--- src/rtl/deconcatenate_sink_pkg.sv ---
// Shared constants and types for the 4-lane frame reassembly sink.
// The two legal lane patterns define which lanes may carry data in each beat.
package deconcatenate_sink_pkg;

    localparam int NUM_CHANNELS    = 10;
    localparam int NUM_LANES       = 4;
    localparam int BEATS_PER_FRAME = 3;

    localparam logic [NUM_LANES-1:0] PATTERN_FULL = 4'b1111;
    localparam logic [NUM_LANES-1:0] PATTERN_TAIL = 4'b0011;

    typedef enum logic [1:0] {
        ST_IDLE,
        ST_GOT0,
        ST_GOT1
    } state_t;

endpackage

--- src/rtl/deconcatenate_sink_ramp_checker.sv ---
// Ramp checker: remembers the last completed frame and flags any channel that
// did not advance by exactly STRIDE (mod 2^DATA_WIDTH) on the next frame.
module ramp_checker
    import deconcatenate_sink_pkg::*;
#(
    parameter int DATA_WIDTH = 32,
    parameter int STRIDE     = 1
) (
    input  logic                               clk,
    input  logic                               rst_n,
    input  logic [NUM_CHANNELS*DATA_WIDTH-1:0] frame_data,
    input  logic                               frame_strobe,
    output logic                               seq_error
);

    localparam logic [DATA_WIDTH-1:0] STRIDE_W = DATA_WIDTH'(STRIDE);

    logic [NUM_CHANNELS*DATA_WIDTH-1:0] ref_data;
    logic                               ref_valid;
    logic                               mismatch;
    logic [DATA_WIDTH-1:0]              expected_word;

    always_comb begin
        mismatch      = 1'b0;
        expected_word = '0;
        for (int k = 0; k < NUM_CHANNELS; k++) begin
            expected_word = ref_data[k*DATA_WIDTH +: DATA_WIDTH] + STRIDE_W;
            if (frame_data[k*DATA_WIDTH +: DATA_WIDTH] != expected_word) begin
                mismatch = 1'b1;
            end
        end
    end

    // The first frame after reset has nothing to compare against; it only seeds.
    always_ff @(posedge clk or negedge rst_n) begin
        if (!rst_n) begin
            ref_data  <= '0;
            ref_valid <= 1'b0;
            seq_error <= 1'b0;
        end else begin
            seq_error <= frame_strobe && ref_valid && mismatch;
            if (frame_strobe) begin
                ref_data  <= frame_data;
                ref_valid <= 1'b1;
            end
        end
    end

endmodule

--- src/rtl/deconcatenate_sink.sv ---
// Reassembles 10-channel frames from three beats on four valid/data lanes and
// presents each completed frame as one registered bus with status strobes.
module deconcatenate_sink
    import deconcatenate_sink_pkg::*;
#(
    parameter int DATA_WIDTH = 32,
    parameter int STRIDE     = 1,
    parameter int TIMEOUT    = 64
) (
    input  logic                               clk,
    input  logic                               rst_n,
    input  logic                               in_channel1_data1_valid,
    input  logic [DATA_WIDTH-1:0]              in_channel1_data1,
    input  logic                               in_channel1_data2_valid,
    input  logic [DATA_WIDTH-1:0]              in_channel1_data2,
    input  logic                               in_channel2_data1_valid,
    input  logic [DATA_WIDTH-1:0]              in_channel2_data1,
    input  logic                               in_channel2_data2_valid,
    input  logic [DATA_WIDTH-1:0]              in_channel2_data2,
    output logic                               out_frame_valid,
    output logic [NUM_CHANNELS*DATA_WIDTH-1:0] out_frame_data,
    output logic                               out_frame_error,
    output logic                               out_seq_error,
    output logic [15:0]                        out_frame_count
);

    localparam int CNT_W = $clog2(TIMEOUT + 1);
    localparam int BUF_W = 2 * NUM_LANES * DATA_WIDTH;

    state_t                             state;
    state_t                             state_next;
    logic [NUM_LANES-1:0]               pattern;
    logic                               beat;
    logic [DATA_WIDTH-1:0]              lane_data [NUM_LANES];
    logic [BUF_W-1:0]                   part_buf;
    logic [NUM_CHANNELS*DATA_WIDTH-1:0] frame_next;
    logic [CNT_W-1:0]                   idle_cnt;
    logic                               load_beat0;
    logic                               load_beat1;
    logic                               frame_done;
    logic                               frame_err;
    logic                               cnt_clear;
    logic                               cnt_inc;
    logic                               timed_out;

    assign pattern      = {in_channel2_data2_valid, in_channel2_data1_valid,
                           in_channel1_data2_valid, in_channel1_data1_valid};
    assign beat         = |pattern;
    assign lane_data[0] = in_channel1_data1;
    assign lane_data[1] = in_channel1_data2;
    assign lane_data[2] = in_channel2_data1;
    assign lane_data[3] = in_channel2_data2;
    assign frame_next   = {lane_data[1], lane_data[0], part_buf};
    assign timed_out    = (idle_cnt == CNT_W'(TIMEOUT - 1));

    always_ff @(posedge clk or negedge rst_n) begin
        if (!rst_n) begin
            state <= ST_IDLE;
        end else begin
            state <= state_next;
        end
    end

    // A full-pattern beat while waiting for the tail aborts the frame but is
    // kept as the first beat of a new one.
    always_comb begin
        state_next = state;
        load_beat0 = 1'b0;
        load_beat1 = 1'b0;
        frame_done = 1'b0;
        frame_err  = 1'b0;
        cnt_clear  = 1'b0;
        cnt_inc    = 1'b0;
        case (state)
            ST_IDLE: begin
                cnt_clear = 1'b1;
                if (beat) begin
                    if (pattern == PATTERN_FULL) begin
                        load_beat0 = 1'b1;
                        state_next = ST_GOT0;
                    end else begin
                        frame_err = 1'b1;
                    end
                end
            end
            ST_GOT0: begin
                if (beat) begin
                    cnt_clear = 1'b1;
                    if (pattern == PATTERN_FULL) begin
                        load_beat1 = 1'b1;
                        state_next = ST_GOT1;
                    end else begin
                        frame_err  = 1'b1;
                        state_next = ST_IDLE;
                    end
                end else if (timed_out) begin
                    cnt_clear  = 1'b1;
                    frame_err  = 1'b1;
                    state_next = ST_IDLE;
                end else begin
                    cnt_inc = 1'b1;
                end
            end
            ST_GOT1: begin
                if (beat) begin
                    cnt_clear = 1'b1;
                    if (pattern == PATTERN_TAIL) begin
                        frame_done = 1'b1;
                        state_next = ST_IDLE;
                    end else if (pattern == PATTERN_FULL) begin
                        frame_err  = 1'b1;
                        load_beat0 = 1'b1;
                        state_next = ST_GOT0;
                    end else begin
                        frame_err  = 1'b1;
                        state_next = ST_IDLE;
                    end
                end else if (timed_out) begin
                    cnt_clear  = 1'b1;
                    frame_err  = 1'b1;
                    state_next = ST_IDLE;
                end else begin
                    cnt_inc = 1'b1;
                end
            end
            default: begin
                state_next = ST_IDLE;
            end
        endcase
    end

    always_ff @(posedge clk or negedge rst_n) begin
        if (!rst_n) begin
            idle_cnt        <= '0;
            part_buf        <= '0;
            out_frame_valid <= 1'b0;
            out_frame_error <= 1'b0;
            out_frame_data  <= '0;
            out_frame_count <= '0;
        end else begin
            out_frame_valid <= frame_done;
            out_frame_error <= frame_err;
            if (cnt_clear) begin
                idle_cnt <= '0;
            end else if (cnt_inc) begin
                idle_cnt <= idle_cnt + CNT_W'(1);
            end
            if (load_beat0) begin
                part_buf[0 +: NUM_LANES*DATA_WIDTH] <=
                    {lane_data[3], lane_data[2], lane_data[1], lane_data[0]};
            end
            if (load_beat1) begin
                part_buf[NUM_LANES*DATA_WIDTH +: NUM_LANES*DATA_WIDTH] <=
                    {lane_data[3], lane_data[2], lane_data[1], lane_data[0]};
            end
            if (frame_done) begin
                out_frame_data  <= frame_next;
                out_frame_count <= out_frame_count + 16'd1;
            end
        end
    end

    ramp_checker #(
        .DATA_WIDTH (DATA_WIDTH),
        .STRIDE     (STRIDE)
    ) u_ramp_checker (
        .clk          (clk),
        .rst_n        (rst_n),
        .frame_data   (frame_next),
        .frame_strobe (frame_done),
        .seq_error    (out_seq_error)
    );

endmodule
--- config.mk ---
export PLATFORM = sky130hd
export DESIGN_NAME = deconcatenate_sink
export DESIGN_NICKNAME = d
export VERILOG_FILES = /design/src/rtl/deconcatenate_sink_pkg.sv /design/src/rtl/deconcatenate_sink_ramp_checker.sv /design/src/rtl/deconcatenate_sink.sv
export SDC_FILE = /design/constraint.sdc
export NUM_CORES = 1
export LEC_CHECK = 0
export BUFFER_PORTS_ARGS = -buffer_cell sky130_fd_sc_hd__buf_2
export CORE_MARGIN = 2
export CORE_UTILIZATION = 58
export CTS_CLUSTER_SIZE = 40
export DETAILED_ROUTE_END_ITERATION = 8
export GPL_TIMING_DRIVEN = 0
export MAX_ROUTING_LAYER = met4
export PLACE_DENSITY_LB_ADDON = 0.05
export SETUP_SLACK_MARGIN = 0.05
export SYNTH_ARGS = -nofsm -noshare
export SYNTH_HDL_FRONTEND = slang
export SYNTH_SLANG_ARGS = --single-unit
--- constraint.sdc ---
create_clock -name clk -period 3.95 [get_ports clk]
set_input_delay 0.395 -clock clk [delete_from_list [all_inputs] [get_ports clk]]
set_output_delay 0.395 -clock clk [all_outputs]
set_load 0.03 [all_outputs]
### After elaboration in Yosys (flattened, before gate mapping)

Cells that the tools add are included.

| storage, ports and cells | value |
|---|---|
| bits of input ports | 134 |
| logic and storage cells | 88 |
| register bits after elaboration | 605 |

| cells by class | value |
|---|---|
| equal/unequal tests | 17 |
| reduce and logical (&&, ||, !) cells | 7 |
| mux-type cells | 42 |
| add/subtract/negate cells | 12 |

Operator list:

| cell | count |
|---|---|
| 32-bit by 1-bit adder with 32-bit output (second input constant) | 10 |
| 32-bit != test | 10 |
| 1-bit two-way mux | 30 |
| 16-bit by 1-bit adder with 16-bit output (second input constant) | 1 |
| 7-bit two-way mux | 2 |
| 2-bit two-way mux | 6 |
| 7-bit by 1-bit adder with 7-bit output (second input constant) | 1 |
| 7-bit by 6-bit equality test with 1-bit output (second input constant) | 1 |
| 2-bit case mux with 3 select lines | 1 |
| 4-bit by 2-bit equality test with 1-bit output (second input constant) | 1 |
| 4-bit equality test (second input constant) | 1 |
| 2-bit != test (second input constant) | 2 |
| 1-bit case mux with 2 select lines | 2 |
| 4-bit OR reduction | 1 |
| 1-bit case mux with 3 select lines | 1 |
| 2-bit by 1-bit equality test with 1-bit output (second input constant) | 1 |
| 2-bit equality test (second input constant) | 1 |
| 1-bit logical AND | 2 |
| 2-bit zero test | 1 |
| 2-bit AND reduction | 1 |
| 2-bit nonzero test | 1 |
| 2-bit OR reduction | 1 |

### Depth between registers and ports, before layout

| logic depth | value |
|---|---|
| depth after elaboration | 13 |
| gate-level depth with buffers | 11 |
| gate-level depth less buffers | 11 |

### Cells and area by module

Synthesis repeated with hierarchy kept, for this count alone.

| second synthesis, totals | value |
|---|---|
| cells, all modules | 4,162 |
| area total of the unflattened synthesis | 44,456.4 sq um |

Modules (own cells, without submodules):

| module | seq. area each (sq um) | cells each | instances | area an instance (sq um) |
|---|---|---|---|---|
| deconcatenate_sink | 15,089.5 | 2,020 | 1 | 22,892.0 |
| ramp_checker | 8,057.7 | 2,142 | 1 | 21,564.4 |

### Least setup slack after synthesis

OpenSTA, ideal clock, no wires.

| path | value |
|---|---|
| path kind | register to register |
| start point | register out_frame_data[0] (netlist name) |
| end point | register u_ramp_checker.seq_error |
| path buffers | 1 |
| library setup time | 0.120 ns |
| stages on the path, launching flop included | 12 |
| period minus slack after synthesis | 3.319 ns |
| data arrival time | 3.199 ns |
| slack | 0.631 ns |
| cells stage by stage | dfrtp_1 -> ha_1 -> and3_1 -> clkbuf_1 -> nor4b_1 -> and3_1 -> nand4_1 -> xnor2_1 -> or4_1 -> nor4_2 -> nand4_1 -> o211a_1 |

RTL lines:

| what | line | text |
|---|---|---|
| to (signal assigned) | deconcatenate_sink_ramp_checker.sv:41 | `seq_error <= frame_strobe && ref_valid && mismatch;` |
| to (decl) | deconcatenate_sink_ramp_checker.sv:13 | `output logic seq_error` |

==> impl_metrics.tcl <==
set metrics [dict create \
    run_status "complete, but fails checks" \
    failed_checks "capacitance limit, slew limit" \
    slew_headroom -0.0186 \
    maximum_number_of_pins_on_one_net_before_global_route_repair 123 \
    critical_path_cell_by_cell "nand4_1 > nor4_4 > buf_4 > a41oi_1 > a21oi_1 > o2111a_1 > nand4_1 > nor4_1 > nand4_1 > o211a_1" \
    row_count 87 \
    path_max_fanout 8 \
    async_flop_share 1.00 \
    final_cell_mix "1052 x sky130_fd_sc_hd__nand2_1, 604 x sky130_fd_sc_hd__dfrtp_1, 478 x sky130_fd_sc_hd__buf_2, 350 x sky130_fd_sc_hd__xnor2_1, 261 x sky130_fd_sc_hd__mux2_2" \
    critical_path.endpoint_type "register" \
    cts-root-to-sink-buffers 3 \
    finalCriticalPeriod_ps 3950 \
    dieHeight_um 242 \
    final.hold.worst_slack_ps 20.0 \
    area_growth_pct 19.0 \
    groute.layer.met2.usage 0.646 \
    detailroute.via_count 29800 \
    clk_root_buffer_cell "sky130_fd_sc_hd__clkbuf_16" \
    final_area_sq_um 39000 \
    routed_via_density 6.15 \
    hold_path.class "in2reg" \
    boundaryPins 473 \
    avg_wl_per_cell_um 26.3 \
    synth.lib_cells_used.distinct 81 \
    critPathSlowestCell "sky130_fd_sc_hd__dfrtp_1" \
    timing.final.crit_share 1.00 \
    nFillCells 4655 \
    numCtsBuffers 69 \
    final-hold-violation-count 0 \
    gp_routability_congestion 1.02 \
    firstDrtPassIters 6 \
    routed_wirelength_um 127000 \
    cts_tree "yes" \
    cpLargestDelayFamily "simple AND/OR/NAND/NOR gates" \
    place_ws_ps -988 \
    dp.final_hpwl_um 98900 \
    worst-endpoint-arrival_ps 4440 \
    required_arrival_time_at_the_worst_endpoint_ps 4440 \
    chipWidth_um 242 \
    synth_enable_flop_cells 0 \
    final_net_count 4183 \
    first_global_vias 27352 \
    htree_num_levels 3 \
    antenna_found_initial 13 \
    synth.net_count 3616 \
    grt.overflow.total 0 \
    worst_slew_pin_slew_ps 1530 \
    globalRouteMet1Util 0.590 \
    grt_util_met3 0.101 \
    grt_pass1_wl_um 185000 \
    critical_path_class "reg2reg" \
    busiest_grt_layer "met2" \
    drt-initial-drc-count 3650 \
    final_antenna_net_count 0 \
    power.total_mw 26.1 \
    syn-mean-instance-area_sq_um 9.45 \
    setup_violating_endpoint_count_in_the_final_report 0 \
    synth-main-ff-cell "sky130_fd_sc_hd__dfrtp_1" \
    worst_setup_hold_path_clk_slew_ps 60 \
    core_area_sq_um 56200 \
    final-seq-area_sq_um 15100 \
    most_common_cell_after_layout_fill_and_taps_aside "sky130_fd_sc_hd__nand2_1" \
    slew_viol_final 11 \
    port_buffers 472 \
    crit_path_max_incr_delay_ps 510 \
    worstSetupStartpointType "register" \
    grtUsageTotal 0.444 \
    setup_slack_ps 1.30 \
    cell_mode_on_critical_path "sky130_fd_sc_hd__nand4_1" \
    fmaxAchievable_ghz 0.253 \
    rsz_0062_raised_after_global_routing "no" \
    timing.setup.tns_ps 0 \
    initial_utilization 0.583 \
    cap_viol_max_count 1 \
    placed_cell_area_sq_um 36300 \
    die_outline_area_sq_um 58400 \
    power_density_nw_per_um2 669 \
    syn_area_sq_um 32800 \
    fraction_of_final_layout_cells_sized_beyond_drive_strength_1 0.233 \
    clock_latency_ps 620 \
    number_of_buffers_and_inverters_on_the_critical_path 1 \
    yosys_warnings 0 \
    vdd_ir_drop_max_v 0.000494 \
    drc 0 \
    cts.sink_count 605 \
    final.setup_skew_ps 27.2 \
    synth_sequential_area_ratio 0.462 \
    yosys_register_bits 605 \
    postSynthCellCount 3466 \
    leakage_nw 19.2 \
    area_occupied_by_multi_input_gates_sq_um 17300 \
]
-- final cells by class --
| type | instances | area share |
|---|---|---|
| diodes | 11 | 0.000706 |
| plain buffers | 140 | 0.0150 |
| clock buffers | 98 | 0.0514 |
| clock inverters | 22 | 0.00642 |
| inverters | 23 | 0.00221 |
| multi-input cells | 2698 | 0.443 |
| flip-flops and latches | 605 | 0.388 |
| well taps | 756 | 0.0243 |
| repair buffers | 496 | 0.0682 |
-- state kept, by name (all words and copies together) (netlist names) --
name / flops
idle_cnt: 7
out_frame_count: 16
out_frame_data: 320
out_frame_error: 1
out_frame_valid: 1
part_buf: 256
state: 2
u_ramp_checker.ref_valid: 1
u_ramp_checker.seq_error: 1
-- synthesized netlist by cell type (all sizes together), types with 10 or more instances --
| cell | number | area, sq um |
|---|---|---|
| a2111oi | 10 | 100 |
| and2 | 18 | 114 |
| buf | 10 | 61.3 |
| nand4 | 118 | 785 |
| a31oi | 27 | 169 |
| nand2 | 1052 | 3950 |
| ha | 16 | 200 |
| mux2 | 261 | 2940 |
| xor2 | 150 | 1310 |
| nor2 | 82 | 308 |
| a21oi | 35 | 175 |
| o21ai | 49 | 245 |
| nand3 | 144 | 726 |
| or4 | 14 | 109 |
| and3 | 56 | 350 |
| or3 | 12 | 77.6 |
| xnor2 | 355 | 3110 |
| nor4 | 65 | 487 |
| nor3 | 50 | 260 |
| inv | 22 | 82.6 |
| and4 | 41 | 360 |
| dfrtp | 605 | 15100 |
| a21o | 11 | 82.6 |
| clkbuf | 128 | 495 |
-- stage by stage --
step                 util  instances
detailed placement  0.646       4702
global placement    0.642       4694
floorplan               -       3466
global route        0.694       4848
finish              0.694       4849
CTS                 0.691       4831
-- path summary, 6_finish.rpt --
path	start	endpoint	slack, ps	depth (start not counted)
hold reg to reg	out_frame_count[15]$_DFFE_PN0P_	out_frame_count[15]$_DFFE_PN0P_	480	1
setup reg to reg	out_frame_data[35]$_DFFE_PN0P_	u_ramp_checker.seq_error$_DFF_PN0_	1	10
setup / recovery	out_frame_data[35]$_DFFE_PN0P_	u_ramp_checker.seq_error$_DFF_PN0_	1	10
max in group asynchronous	rst_n	part_buf[214]$_DFFE_PN0P_	2040	4
min in group asynchronous	rst_n	out_frame_error$_DFF_PN0_	330	2
hold / removal	in_channel2_data1[27]	part_buf[219]$_DFFE_PN0P_	20	2
-- routing by layer --
metal / wire length (um) / share of wire
met1: 49900 / 0.39
met2: 56200 / 0.44
met3: 14200 / 0.11
met4: 7230 / 0.057
met5: 0 / 0
-- cells by family after synthesis --
logic type               synth area share
adder cells (fa/ha/maj)           0.00611
AO/OA/AOI/OAI                      0.0440
AND/OR/NAND/NOR                     0.240
multiplexers                       0.0924
XOR/XNOR                            0.135
buffers and inverters              0.0203
flip-flops                          0.462
-- report_power, final --
| group | total, mW | internal (mW) | switching [mW] |
|---|---|---|---|
| logic | 9.36 | 3.62 | 5.74 |
| registers | 10.2 | 7.90 | 2.26 |
| clock network | 6.54 | 3.85 | 2.69 |
-- timing repair --
| item | in CTS | in global routing |
|---|---|---|
| setup buffers | 8 | 7 |
| hold buffers | 1 | 0 |
| cloned | 0 | 0 |
| gates resized for setup | 35 | 18 |
| hold endpoints to repair | 76 | 0 |
| pin swaps | 6 | 4 |
| setup endpoints to repair | 1 | 1 |
-- worst reg2reg max path, cell delays in order, from the launching register on --
cell                       delay (ps)
sky130_fd_sc_hd__dfrtp_1          510
sky130_fd_sc_hd__nand4_1          470
sky130_fd_sc_hd__nor4_4           510
sky130_fd_sc_hd__buf_4            260
sky130_fd_sc_hd__a41oi_1          350
sky130_fd_sc_hd__a21oi_1          510
sky130_fd_sc_hd__o2111a_1         270
sky130_fd_sc_hd__nand4_1           80
sky130_fd_sc_hd__nor4_1           390
sky130_fd_sc_hd__nand4_1          200
sky130_fd_sc_hd__o211a_1          280
Power figures use the tool's default switching activity.
